--- src/rtl/cp0_exc_ctrl.sv ---
// Coprocessor-0 exception/interrupt controller for the M stage: decides whether to redirect
// the PC to the handler, saves EPC/Cause, and serves mfc0/mtc0/eret plus the Count/Compare timer.
module cp0_exc_ctrl #(
  parameter logic [31:0] PRID     = 32'h4255_4141,
  parameter bit          TIMER_EN = 1'b1
) (
  input  logic        clk,
  input  logic        reset,
  input  logic        en,
  input  logic [4:0]  CP0Add,
  input  logic [31:0] CP0In,
  input  logic [31:0] VPC,
  input  logic        BDIn,
  input  logic [4:0]  ExcCodeIn,
  input  logic [5:0]  HWInt,
  input  logic        EXLClr,
  output logic [31:0] CP0Out,
  output logic [31:0] EPCOut,
  output logic        Req
);

  localparam logic [4:0] ADDR_COUNT   = 5'd9;
  localparam logic [4:0] ADDR_COMPARE = 5'd11;
  localparam logic [4:0] ADDR_SR      = 5'd12;
  localparam logic [4:0] ADDR_CAUSE   = 5'd13;
  localparam logic [4:0] ADDR_EPC     = 5'd14;
  localparam logic [4:0] ADDR_PRID    = 5'd15;

  logic [5:0]  im_q, im_d;
  logic        exl_q, exl_d;
  logic        ie_q, ie_d;
  logic        bd_q, bd_d;
  logic [5:0]  ip_q, ip_d;
  logic [4:0]  exccode_q, exccode_d;
  logic [31:0] epc_q, epc_d;
  logic [31:0] compare_q, compare_d;
  logic [31:0] count_q;
  logic        timer_pend_q;

  logic        int_req, exc_req, req, wr;
  logic [31:0] epc_src, sr_val, cause_val;

  assign int_req = (|(ip_q & im_q)) & ie_q & ~exl_q;
  assign exc_req = (ExcCodeIn != 5'd0) & ~exl_q;
  assign req     = int_req | exc_req;
  // A synchronous exception code may be present while reset is held; never redirect then.
  assign Req     = req & ~reset;
  assign wr      = en & ~req;
  assign epc_src = BDIn ? (VPC - 32'd4) : VPC;

  always_comb begin
    ip_d      = HWInt | {timer_pend_q, 5'b0};
    im_d      = im_q;
    exl_d     = exl_q;
    ie_d      = ie_q;
    bd_d      = bd_q;
    exccode_d = exccode_q;
    epc_d     = epc_q;
    compare_d = compare_q;
    if (req) begin
      exl_d     = 1'b1;
      bd_d      = BDIn;
      exccode_d = int_req ? 5'd0 : ExcCodeIn;
      epc_d     = epc_src & 32'hFFFF_FFFC;
    end else begin
      if (wr) begin
        case (CP0Add)
          ADDR_SR: begin
            im_d  = CP0In[15:10];
            exl_d = CP0In[1];
            ie_d  = CP0In[0];
          end
          ADDR_EPC:     epc_d     = CP0In & 32'hFFFF_FFFC;
          ADDR_COMPARE: compare_d = CP0In;
          default: ;
        endcase
      end
      // eret overrides a simultaneous mtc0 to SR for the EXL bit only.
      if (EXLClr) exl_d = 1'b0;
    end
  end

  always_ff @(posedge clk or posedge reset) begin
    if (reset) begin
      im_q      <= '0;
      exl_q     <= 1'b0;
      ie_q      <= 1'b0;
      bd_q      <= 1'b0;
      ip_q      <= '0;
      exccode_q <= '0;
      epc_q     <= '0;
      compare_q <= '0;
    end else begin
      im_q      <= im_d;
      exl_q     <= exl_d;
      ie_q      <= ie_d;
      bd_q      <= bd_d;
      ip_q      <= ip_d;
      exccode_q <= exccode_d;
      epc_q     <= epc_d;
      compare_q <= compare_d;
    end
  end

  generate
    if (TIMER_EN) begin : g_timer
      logic [31:0] count_d;
      logic        timer_pend_d;

      always_comb begin
        count_d      = (wr && CP0Add == ADDR_COUNT) ? CP0In : count_q + 32'd1;
        timer_pend_d = timer_pend_q;
        if (wr && CP0Add == ADDR_COMPARE)
          timer_pend_d = 1'b0;
        else if (count_q == compare_q && compare_q != 32'd0)
          timer_pend_d = 1'b1;
      end

      always_ff @(posedge clk or posedge reset) begin
        if (reset) begin
          count_q      <= '0;
          timer_pend_q <= 1'b0;
        end else begin
          count_q      <= count_d;
          timer_pend_q <= timer_pend_d;
        end
      end
    end else begin : g_no_timer
      assign count_q      = '0;
      assign timer_pend_q = 1'b0;
    end
  endgenerate

  assign sr_val    = {16'b0, im_q, 8'b0, exl_q, ie_q};
  assign cause_val = {bd_q, 15'b0, ip_q, 3'b0, exccode_q, 2'b0};

  always_comb begin
    case (CP0Add)
      ADDR_SR:      CP0Out = sr_val;
      ADDR_CAUSE:   CP0Out = cause_val;
      ADDR_EPC:     CP0Out = epc_q;
      ADDR_PRID:    CP0Out = PRID;
      ADDR_COUNT:   CP0Out = count_q;
      ADDR_COMPARE: CP0Out = compare_q;
      default:      CP0Out = 32'd0;
    endcase
  end

  assign EPCOut = epc_q;

endmodule

--- config.mk ---
export PLATFORM = sky130hd
export DESIGN_NAME = cp0_exc_ctrl
export DESIGN_NICKNAME = d
export VERILOG_FILES = /design/src/rtl/cp0_exc_ctrl.sv
export SDC_FILE = /design/constraint.sdc
export NUM_CORES = 1
export LEC_CHECK = 0
export CELL_PAD_IN_SITES_DETAIL_PLACEMENT = 0
export CELL_PAD_IN_SITES_GLOBAL_PLACEMENT = 2
export CORE_MARGIN = 2
export CORE_UTILIZATION = 25
export DETAILED_ROUTE_END_ITERATION = 10
export DONT_BUFFER_PORTS = 1
export PLACE_DENSITY = 0.56
export SLEW_MARGIN = 20
export SYNTH_ARGS = -nofsm -noshare
export SYNTH_HDL_FRONTEND = slang
export SYNTH_SLANG_ARGS = --single-unit
--- constraint.sdc ---
create_clock -name clk -period 9.45 [get_ports clk]
set_input_delay 2.3625 -clock clk [delete_from_list [all_inputs] [get_ports clk]]
set_output_delay 2.3625 -clock clk [all_outputs]
set_load 0.02 [all_outputs]
==> results.cfg <==
[yosys]
synth.distinct_cells = 52
synthFlopType = dfrtp_1
synthCells = 733
yosysWarnings = 0
syn_area_per_cell_um2 = 9.77
synth-edff-count = 0
ys_ff_latch = 115
async_reset_ff_share_pct = 100
ys_seq_area_share_pct = 40.2
syn-cell-area_mm2 = 0.00716

[placed_design]
port_buffers = 0
dpl-instance-area_mm2 = 0.00750
place_ws_ns = 2.89
gp_congestion = 0.800
place_inst = 1068
dp_hpwl_mm = 20.1

[sta]
maxSlewHeadroom_pct = 31.3
fmax_ghz = 0.153
timing.final.setup_violations = 0
fin_ws_ns = 2.92
post-route-period-util_pct = 69.1
setup_tns_ns = 0
finalCriticalPeriod_ns = 6.53
worst_pin_slew_ns = 1.03
slew_violations = 0
rsz0062_at_grt = no
skew_ns = 0.0106
hold_viol = 0

[layout]
final_area_mm2 = 0.00812
syn_to_final_growth_pct = 13.5
drive_gt1_share_pct = 20.2
nNetsFinal = 796
fin_cells = 1100

[clock_network]
cts-root-buf = clkbuf_16
h-tree-depth = 4
cts_tree = built
cts_buffer_depth = 2
clk_pin_slew_worst_paths_ns = 0.06
hold_buffers = 0
clock-sinks = 115
post_cts_resized = 0
cts_setup_buffers = 0
cts_buffers = 17
insertion_delay_ns = 0.42

[drt]
detail-route-antenna-nets = 0
drtIter0Drc = 341
firstDrtPassIters = 5
num_vias = 5472
vias_per_cell = 4.97
drt_wl_total_mm = 26.6
wl_per_cell_um = 24.2
drc = 0

[global_routing]
antenna_found_initial = 2
grt_pass1_wl_mm = 39.6
grt_usage_pct = 17.9
overflow = 0
first_global_vias = 5698
grt_max_degree = 78

[critical_path]
crit_arrival_ns = 4.17
startpoint_type = input port
crit_path_end_kind = primary output
required_ns = 7.09
critPathKind = in2out
reg2reg_slack_ns = 6.50
critPathMaxFanout = 53

[die]
coreArea_mm2 = 0.0280
core.rowCount = 61
die_w_um = 173
ioPinCount = 150
die_area_mm2 = 0.0300
start_util_pct = 25.6
die_h_um = 173

[power_and_ir_drop]
powerDensity_mw_per_mm2 = 272
finalPower_w = 0.00221
power.leakage_nw = 3.43
irDropWorstVdd_uv = 131

[worst_hold_path]
hold_path_class = reg2reg

[flow_run]
cap_violations = 0

[outcome]
status = finished, final reports clean
[metrics by stage]
step                hold slack, ns  utilization, %
floorplan                    0.439               -
global placement             0.461            26.8
detailed placement           0.470            26.8
CTS                          0.483            29.0
global route                 0.508            29.0
finish                       0.475            29.0
[sequential cells by signal, summed over array words and instances (netlist names)]
register and flops:
ip_q 6, ie_q 1, EPCOut 30, count_q 32, timer_pend_q 1, exl_q 1
im_q 6, compare_q 32, exccode_q 5, bd_q 1
[kinds of logic after synthesis]
logic type / Yosys count / share of synthesized area [%]
and+or+nand+nor: 230 / 16.7
muxes: 132 / 20.0
DFF: 115 / 40.2
AOI/OAI and AO/OA: 99 / 8.25
xor gates and xnor gates: 87 / 10.6
buffers and inverters: 67 / 3.81
adders and majority gates: 2 / 0.349
other: 1 / 0.0524
[path summary, 6_finish.rpt]
check,cells after the start,from,to
min in group asynchronous,1,reset,exccode_q[2]$_DFFE_PP0P_
min,2,exccode_q[4]$_DFFE_PP0P_,exccode_q[4]$_DFFE_PP0P_
max in group asynchronous,2,reset,compare_q[31]$_DFFE_PP0P_
min reg2reg,2,exccode_q[4]$_DFFE_PP0P_,exccode_q[4]$_DFFE_PP0P_
max,5,CP0Add[1],CP0Out[19]
max reg2reg,6,im_q[4]$_DFFE_PP0P_,count_q[10]$_DFF_PP0_
[cell usage after synthesis (2+ instances only)]
master | n | area share (%)
nor2_1 | 48 | 2.5
or4_1 | 6 | 0.63
o31ai_1 | 4 | 0.42
clkbuf_1 | 36 | 1.9
or3_1 | 6 | 0.52
xor2_1 | 57 | 7.0
or4_4 | 2 | 0.31
mux2_2 | 90 | 14
buf_4 | 2 | 0.21
nand3b_1 | 2 | 0.21
ha_1 | 2 | 0.35
and3_1 | 3 | 0.26
o22ai_1 | 11 | 0.96
a22oi_1 | 7 | 0.73
a21oi_1 | 21 | 1.5
nor4_1 | 25 | 2.2
o21ai_0 | 42 | 2.9
buf_1 | 7 | 0.37
nor3_1 | 19 | 1.3
nand3_1 | 15 | 1.0
buf_2 | 5 | 0.35
inv_1 | 16 | 0.84
dfrtp_1 | 115 | 40
mux2i_1 | 42 | 5.9
nand2_1 | 71 | 3.7
a22o_1 | 3 | 0.37
a31oi_1 | 3 | 0.26
or2_2 | 6 | 0.52
xnor2_1 | 30 | 3.7
nand4_1 | 10 | 0.87
nor2b_1 | 4 | 0.35
nor4_4 | 3 | 0.89
[worst max-delay path: stages]
cell and delay (ns):
nor2b_1 0.79, nor2b_1 0.34, buf_4 0.24, nand2_1 0.08
o21ai_0 0.35
[layout by cell type (no fill, tap or decap), types with 3 or more instances in the layout]
cell	count
dfrtp_1	115
a22o_1	3
nor4_4	3
xor2_1	57
clkinv_2	4
o22ai_1	11
nor2_1	48
or2_2	6
o31ai_1	4
clkbuf_16	17
nor2b_1	4
bufinv_16	4
a21oi_1	21
nand4_1	10
xnor2_1	30
nand2_1	71
o21ai_0	42
mux2_2	90
and3_1	3
buf_4	6
inv_1	15
mux2i_1	42
nor4_1	25
nor3_1	19
or4_1	6
a22oi_1	7
or3_1	6
nand3_1	15
[metal layers]
layer	up-vias	GRT usage (%)	part of all wire, %
li1	2546	-	-
met1	2737	22.9	44
met4	0	5.51	1.6
met2	161	28.3	47
met5	-	0	0
met3	28	6.21	7.4
[area by class of cell]
class	instances	area [um2]
diodes	1	2.50
clock buffers	21	460
clock inverters	10	156
fillers	2941	19900
inverters	16	62.6
multi-input cells	552	4030
flip-flops and latches	115	2880
well taps	378	473
repair buffers	7	56.3
[power breakdown]
| group | switching [W] | internal (W) |
|---|---|---|
| sequential | 0.000311 | 0.000657 |
| combinational | 0.000295 | 0.000258 |
| clock | 0.000235 | 0.000452 |
Power figures use the tool's default switching activity.
